--- src/rtl/vga_sync_decoder_if.sv ---
// Pixel/sync stream, probe coordinate and recovered-timing status of vga_sync_decoder.
interface vga_sync_decoder_if;
  logic        pix_tick;
  logic        h_sync;
  logic        v_sync;
  logic [11:0] rgb;
  logic [9:0]  probe_x;
  logic [9:0]  probe_y;
  logic [9:0]  x;
  logic [9:0]  y;
  logic        active;
  logic        locked;
  logic        frame_done;
  logic [11:0] probe_rgb;
  logic        err_hlen;
  logic        err_vlen;
  logic [15:0] frame_sig;

  modport master (
    output pix_tick, h_sync, v_sync, rgb, probe_x, probe_y,
    input  x, y, active, locked, frame_done, probe_rgb, err_hlen, err_vlen, frame_sig
  );
  modport slave (
    input  pix_tick, h_sync, v_sync, rgb, probe_x, probe_y,
    output x, y, active, locked, frame_done, probe_rgb, err_hlen, err_vlen, frame_sig
  );
endinterface

--- src/rtl/vga_sync_decoder.sv ---
// Receive-side VGA timing recovery: locks x/y to sync edges, flags bad line/frame
// lengths, captures a probe pixel. Define FRAME_SIG_EN for the per-frame CRC signature.
module vga_sync_decoder #(
  parameter int H_ACTIVE    = 640,
  parameter int H_FP        = 16,
  parameter int H_SYNC      = 96,
  parameter int H_BP        = 48,
  parameter int V_ACTIVE    = 480,
  parameter int V_FP        = 10,
  parameter int V_SYNC      = 2,
  parameter int V_BP        = 33,
  parameter bit SYNC_POL    = 1'b0,
  parameter int LOCK_FRAMES = 2
) (
  input  logic              clk_100MHz,
  input  logic              reset,
  vga_sync_decoder_if.slave bus
);
  localparam int H_TOTAL = H_ACTIVE + H_FP + H_SYNC + H_BP;
  localparam int V_TOTAL = V_ACTIVE + V_FP + V_SYNC + V_BP;
  localparam logic [9:0] H_LAST = 10'(H_TOTAL - 1);
  localparam logic [9:0] V_LAST = 10'(V_TOTAL - 1);
  localparam logic [9:0] H_LOAD = 10'(H_ACTIVE + H_FP);
  localparam logic [9:0] V_LOAD = 10'(V_ACTIVE + V_FP);
  localparam logic [9:0] H_ACT  = 10'(H_ACTIVE);
  localparam logic [9:0] V_ACT  = 10'(V_ACTIVE);
  localparam int LW = $clog2(LOCK_FRAMES + 1);
  localparam logic [LW-1:0] LOCK_MAX = LW'(LOCK_FRAMES);

  logic          hs_q, vs_q;
  logic [11:0]   rgb_q;
  logic [9:0]    hcnt, vcnt, hcnt_nxt, vcnt_nxt;
  logic          h_seen, v_seen;
  logic [LW-1:0] lock_cnt, lock_nxt;
  logic          locked_q, active_q, frame_done_q, err_h_q, err_v_q;
  logic [11:0]   probe_q;
  logic          h_edge, v_edge, h_bad, v_bad, any_err, h_wrap, frame_end;

  always_comb begin
    h_edge    = bus.pix_tick && (bus.h_sync == SYNC_POL) && (hs_q != SYNC_POL);
    v_edge    = bus.pix_tick && (bus.v_sync == SYNC_POL) && (vs_q != SYNC_POL);
    h_bad     = h_edge && h_seen && (hcnt != H_LOAD - 10'd1);
    // the v edge may land just before or just after the line wrap
    v_bad     = v_edge && v_seen && (vcnt != V_LOAD - 10'd1) && (vcnt != V_LOAD);
    any_err   = h_bad || v_bad;
    h_wrap    = !h_edge && (hcnt == H_LAST);
    frame_end = bus.pix_tick && h_wrap && !v_edge && (vcnt == V_LAST);
    hcnt_nxt  = h_edge ? H_LOAD : (h_wrap ? 10'd0 : hcnt + 10'd1);
    vcnt_nxt  = vcnt;
    if (v_edge)      vcnt_nxt = V_LOAD;
    else if (h_wrap) vcnt_nxt = (vcnt == V_LAST) ? 10'd0 : vcnt + 10'd1;
    lock_nxt  = lock_cnt;
    if (any_err)                              lock_nxt = '0;
    else if (v_edge && lock_cnt != LOCK_MAX)  lock_nxt = lock_cnt + 1'b1;
  end

  // Sample regs reset to the asserted level so a sync already active at release
  // is not mistaken for a fresh edge.
  always_ff @(posedge clk_100MHz or negedge reset) begin
    if (!reset) begin
      hs_q         <= SYNC_POL;
      vs_q         <= SYNC_POL;
      rgb_q        <= '0;
      hcnt         <= '0;
      vcnt         <= '0;
      h_seen       <= 1'b0;
      v_seen       <= 1'b0;
      lock_cnt     <= '0;
      locked_q     <= 1'b0;
      active_q     <= 1'b0;
      frame_done_q <= 1'b0;
      err_h_q      <= 1'b0;
      err_v_q      <= 1'b0;
      probe_q      <= '0;
    end else begin
      err_h_q      <= h_bad;
      err_v_q      <= v_bad;
      frame_done_q <= frame_end && locked_q;
      if (bus.pix_tick) begin
        hs_q     <= bus.h_sync;
        vs_q     <= bus.v_sync;
        rgb_q    <= bus.rgb;
        hcnt     <= hcnt_nxt;
        vcnt     <= vcnt_nxt;
        active_q <= (hcnt_nxt < H_ACT) && (vcnt_nxt < V_ACT);
        if (h_edge) h_seen <= 1'b1;
        if (v_edge) v_seen <= 1'b1;
        lock_cnt <= lock_nxt;
        locked_q <= (lock_nxt == LOCK_MAX);
        if (active_q && hcnt == bus.probe_x && vcnt == bus.probe_y) probe_q <= rgb_q;
      end
    end
  end

  assign bus.x          = hcnt;
  assign bus.y          = vcnt;
  assign bus.active     = active_q;
  assign bus.locked     = locked_q;
  assign bus.frame_done = frame_done_q;
  assign bus.probe_rgb  = probe_q;
  assign bus.err_hlen   = err_h_q;
  assign bus.err_vlen   = err_v_q;

`ifdef FRAME_SIG_EN
  logic [15:0] sig_acc, sig_q;

  always_ff @(posedge clk_100MHz or negedge reset) begin
    if (!reset) begin
      sig_acc <= 16'hFFFF;
      sig_q   <= '0;
    end else if (bus.pix_tick) begin
      if (frame_end && locked_q) sig_q <= sig_acc;
      if ((frame_end && locked_q) || any_err)
        sig_acc <= 16'hFFFF;
      else if (active_q)
        sig_acc <= {sig_acc[14:0], 1'b0} ^ (sig_acc[15] ? 16'h1021 : 16'h0000) ^ {4'h0, rgb_q};
    end
  end

  assign bus.frame_sig = sig_q;
`else
  assign bus.frame_sig = 16'h0000;
`endif
endmodule
--- src/flat_wrapper.sv ---
// flat-port wrapper written by rule: the top's interface ports become plain ports
module vga_sync_decoder_flat 
#(
  parameter int H_ACTIVE    = 640,
  parameter int H_FP        = 16,
  parameter int H_SYNC      = 96,
  parameter int H_BP        = 48,
  parameter int V_ACTIVE    = 480,
  parameter int V_FP        = 10,
  parameter int V_SYNC      = 2,
  parameter int V_BP        = 33,
  parameter bit SYNC_POL    = 1'b0,
  parameter int LOCK_FRAMES = 2
)
  (clk_100MHz, reset, bus_pix_tick, bus_h_sync, bus_v_sync, bus_rgb, bus_probe_x, bus_probe_y, bus_x, bus_y, bus_active, bus_locked, bus_frame_done, bus_probe_rgb, bus_err_hlen, bus_err_vlen, bus_frame_sig);
  vga_sync_decoder_if bus_i ();
  input  logic clk_100MHz;
  input  logic reset;
  input wire logic [$bits(bus_i.pix_tick)-1:0] bus_pix_tick;
  input wire logic [$bits(bus_i.h_sync)-1:0] bus_h_sync;
  input wire logic [$bits(bus_i.v_sync)-1:0] bus_v_sync;
  input wire logic [$bits(bus_i.rgb)-1:0] bus_rgb;
  input wire logic [$bits(bus_i.probe_x)-1:0] bus_probe_x;
  input wire logic [$bits(bus_i.probe_y)-1:0] bus_probe_y;
  output wire logic [$bits(bus_i.x)-1:0] bus_x;
  output wire logic [$bits(bus_i.y)-1:0] bus_y;
  output wire logic [$bits(bus_i.active)-1:0] bus_active;
  output wire logic [$bits(bus_i.locked)-1:0] bus_locked;
  output wire logic [$bits(bus_i.frame_done)-1:0] bus_frame_done;
  output wire logic [$bits(bus_i.probe_rgb)-1:0] bus_probe_rgb;
  output wire logic [$bits(bus_i.err_hlen)-1:0] bus_err_hlen;
  output wire logic [$bits(bus_i.err_vlen)-1:0] bus_err_vlen;
  output wire logic [$bits(bus_i.frame_sig)-1:0] bus_frame_sig;
  assign bus_i.pix_tick = bus_pix_tick;
  assign bus_i.h_sync = bus_h_sync;
  assign bus_i.v_sync = bus_v_sync;
  assign bus_i.rgb = bus_rgb;
  assign bus_i.probe_x = bus_probe_x;
  assign bus_i.probe_y = bus_probe_y;
  assign bus_x = bus_i.x;
  assign bus_y = bus_i.y;
  assign bus_active = bus_i.active;
  assign bus_locked = bus_i.locked;
  assign bus_frame_done = bus_i.frame_done;
  assign bus_probe_rgb = bus_i.probe_rgb;
  assign bus_err_hlen = bus_i.err_hlen;
  assign bus_err_vlen = bus_i.err_vlen;
  assign bus_frame_sig = bus_i.frame_sig;
  vga_sync_decoder #(.H_ACTIVE(H_ACTIVE), .H_FP(H_FP), .H_SYNC(H_SYNC), .H_BP(H_BP), .V_ACTIVE(V_ACTIVE), .V_FP(V_FP), .V_SYNC(V_SYNC), .V_BP(V_BP), .SYNC_POL(SYNC_POL), .LOCK_FRAMES(LOCK_FRAMES)) u_core (.clk_100MHz(clk_100MHz), .reset(reset), .bus(bus_i));
endmodule
--- config.mk ---
export PLATFORM = sky130hd
export DESIGN_NAME = vga_sync_decoder_flat
export DESIGN_NICKNAME = d
export VERILOG_FILES = /design/src/rtl/vga_sync_decoder_if.sv /design/src/rtl/vga_sync_decoder.sv /design/src/flat_wrapper.sv
export SDC_FILE = /design/constraint.sdc
export NUM_CORES = 1
export LEC_CHECK = 0
export BUFFER_PORTS_ARGS = -buffer_cell sky130_fd_sc_hd__buf_4
export CAP_MARGIN = 20
export CORE_MARGIN = 3
export CORE_UTILIZATION = 52
export CTS_CLUSTER_DIAMETER = 100
export CTS_CLUSTER_SIZE = 16
export DETAILED_ROUTE_END_ITERATION = 8
export GPL_TIMING_DRIVEN = 1
export PLACE_DENSITY = 0.8
export SLEW_MARGIN = 10
export SYNTH_ARGS = -nofsm -noshare
export SYNTH_HDL_FRONTEND = slang
export SYNTH_SLANG_ARGS = --single-unit
--- constraint.sdc ---
create_clock -name clk_100MHz -period 2.75 [get_ports clk_100MHz]
set_clock_uncertainty 0.05 [all_clocks]
set_input_delay 0.825 -clock clk_100MHz [delete_from_list [all_inputs] [get_ports clk_100MHz]]
set_output_delay 0.825 -clock clk_100MHz [all_outputs]
set_load 0.1 [all_outputs]
==> impl_metrics.py <==
metrics = {
    "clock_tree": {
        "cts.sinks": 55,
        "clkTransAtPathRegs_ps": 100,
        "cts_resized": 0,
        "cts_buffers": 5,
        "post_cts_buffers": 0,
        "hold_buffers": 0,
        "clkLatencyLatePin_ps": 310,
        "cts_tree": "built",
        "h-tree-depth": 2,
        "cts-root-buf": "clkbuf_8",
        "clock_path_buffers": 2,
    },
    "sta": {
        "layout_min_cycle_time_ps": 2240,
        "setup_viol": 0,
        "tns_ps": 0,
        "layout_setup_ws_ps": 508,
        "slew_viol_final": 0,
        "rsz0062_at_grt": "no",
        "timing.fmax_ghz": 0.446,
        "fin_crit_sh": 0.815,
        "slew_headroom": 0.544,
        "tightest_slew_ps": 684,
        "hold_viol_final": 0,
    },
    "place": {
        "pre_cts_slack_ps": 238,
        "dpl.cell_count": 429,
        "gp_congestion": 0.848,
        "placed_area_um2": 3570,
        "hpwl_mm": 4.84,
        "port_buffers": 73,
    },
    "synth": {
        "ys_warn_count": 0,
        "synth_top_area_frac": 0.460,
        "syn_area_um2": 2990,
        "synthArstFlopShare": 1.00,
        "synth_top_cell_by_area": "dfrtp_1",
        "synth-seq-area-share": 0.460,
        "syn_inst": 291,
        "yosys-top-cells-count": "dfrtp_1, nand2_1, nor2_1",
        "yosys.cell_types.count": 48,
        "ys_seq_elements": 55,
        "yosysMostFrequentCell": "dfrtp_1",
        "syn_area_per_cell_um2": 10.3,
        "synth_edf_count": 0,
        "synth.top_cells.by_area": "dfrtp_1, mux2_2, xnor2_1",
        "synth_ff_type": "dfrtp_1",
    },
    "floorplanning": {
        "fp.dieH_um": 81.9,
        "die_w_um": 81.9,
        "start_util": 0.540,
        "core.rowCount": 27,
        "io_pins": 90,
        "fp.dieArea_um2": 6700,
        "coreArea_um2": 5540,
    },
    "setup_path": {
        "r2r_cells": 6,
        "cp.arrival_ps": 2430,
        "endpoint_kind": "flip-flop",
        "startpoint_type": "flip-flop",
        "worstPathMaxFanout": 8,
        "worst-setup-path-type": "reg -> reg",
        "crit_required_ps": 2940,
    },
    "grt": {
        "track_usage": 0.201,
        "grt_use_met3": 0.0581,
        "busiest_layer": "met2",
        "grt_start_max_net_pins": 56,
        "antenna_found_initial": 0,
        "met2_usage": 0.315,
        "grt_first_pass_wirelength_mm": 10.4,
        "grt_remaining_overflow": 0,
        "met1_usage": 0.267,
        "grt_pass1_vias": 2210,
    },
    "final_layout": {
        "final_cells": 437,
        "n_fill_cell": 442,
        "nNetsFinal": 407,
        "area_growth_pct": 22.9,
        "finish.utilization": 0.664,
        "drive_gt1_frac": 0.307,
        "stdcell_area_um2": 3680,
        "antennaDiodeCount": 0,
    },
    "route": {
        "initialDrtViolationCount": 147,
        "num_vias": 2336,
        "ant_nets": 0,
        "drtPass1Iterations": 4,
        "route.detailed.drc": 0,
        "avgViaCountPerCell": 5.35,
        "routed_wl_mm": 6.53,
        "avgRoutedWirePerCell_um": 14.9,
    },
    "worst_hold_path": {
        "min_path_type": "reg -> reg",
        "hold_depth": 1,
    },
    "run_status": {
        "status": "completed",
    },
    "pwr": {
        "p_int_uw": 1400,
        "clkPwrFrac": 0.223,
        "pwr-share-comb": 0.362,
        "power_leakage_uw": 0.00173,
        "p_sw_frac": 0.420,
        "peakVddDrop_v": 0.000388,
        "p_per_area_nw_per_um2": 655,
        "seq_power_share": 0.416,
        "p_sw_uw": 1010,
    },
    "run": {
        "drv_cap": 0,
    },
}
## cell families after synthesis
group,count (synthesis),synth area share
adder cells (fa/ha/maj),6,0.0251
AO/OA/AOI/OAI,33,0.0681
AND/OR/NAND/NOR,103,0.189
flip-flops,55,0.460
other,1,0.00125
multiplexers,29,0.109
XOR/XNOR,27,0.0790
buffers and inverters,37,0.0694
## path summary, 6_finish.rpt
check	startpoint	slack, ps	endpoint
worst max-delay path	u_core.bus.x[1]	510	u_core.bus.y[9]
worst min-delay path	u_core.v_seen	430	u_core.v_seen
worst max register to register	u_core.bus.x[1]	510	u_core.bus.y[9]
worst min register to register	u_core.v_seen	430	u_core.v_seen
max in group asynchronous	reset	1690	u_core.bus.probe_rgb[0]
min in group asynchronous	reset	500	u_core.bus.x[7]
## through the flow
step                      total power, uW  hold WS (ps)
after floorplan                      1700           375
after global placement               1880           394
after detailed placement             1890           395
after CTS                            2420           433
after global routing                 2520           461
final                                2410           431
## worst max-delay path: stages, from the launching register on
cell,delay (ps)
dfrtp_1,460
ha_1,220
and4bb_1,270
nand4_2,170
or2_1,350
or4_1,500
a21oi_1,150
## power by group through the flow
stage | Combinational [uW] | Clock, uW | Sequential (uW)
global route | 926 | 582 | 1010
floorplan | 378 | 0 | 1320
detailed placement | 874 | 0 | 1020
CTS | 876 | 547 | 1000
global placement | 862 | 0 | 1010
finish | 872 | 536 | 1000
## area by class of cell
| cell class | count | area, um2 | area share |
|---|---|---|---|
| Sequential cell | 55 | 1380 | 0.374 |
| Clock buffer | 5 | 68.8 | 0.0187 |
| Timing Repair Buffer | 81 | 608 | 0.165 |
| Inverter | 7 | 26.3 | 0.00714 |
| Tap cell | 72 | 90.1 | 0.0245 |
| Clock inverter | 3 | 43.8 | 0.0119 |
| Multi-Input combinational cell | 214 | 1470 | 0.399 |
## registers in the layout, summed over array words and instances (netlist names)
register,cells
u_core.h_seen,1
u_core.bus.x,10
u_core.bus.active,1
u_core.bus.probe_rgb,12
u_core.bus.err_hlen,1
u_core.v_seen,1
u_core.rgb_q,12
u_core.bus.frame_done,1
u_core.lock_cnt,2
u_core.bus.err_vlen,1
u_core.hs_q,1
u_core.bus.locked,1
u_core.vs_q,1
u_core.bus.y,10
## cells in the final DEF (no fill, tap or decap), drive strengths merged, types with 5 or more instances in the layout
master and instances:
buf 81, dfrtp 55, mux2 28, nand2 23, nor2 22, conb 16, xnor2 15, o21ai 15
nand3 12, xor2 12, a21oi 9, nand4 8, inv 7, nor3 7, nor4 7, ha 6
clkbuf 5
## per-layer routing
| metal | routed length, um | share of wire |
|---|---|---|
| met1 | 2910 | 0.45 |
| met2 | 2890 | 0.44 |
| met3 | 612 | 0.094 |
| met4 | 115 | 0.018 |
| met5 | 0 | 0 |
(Power assumes the default switching activity.)
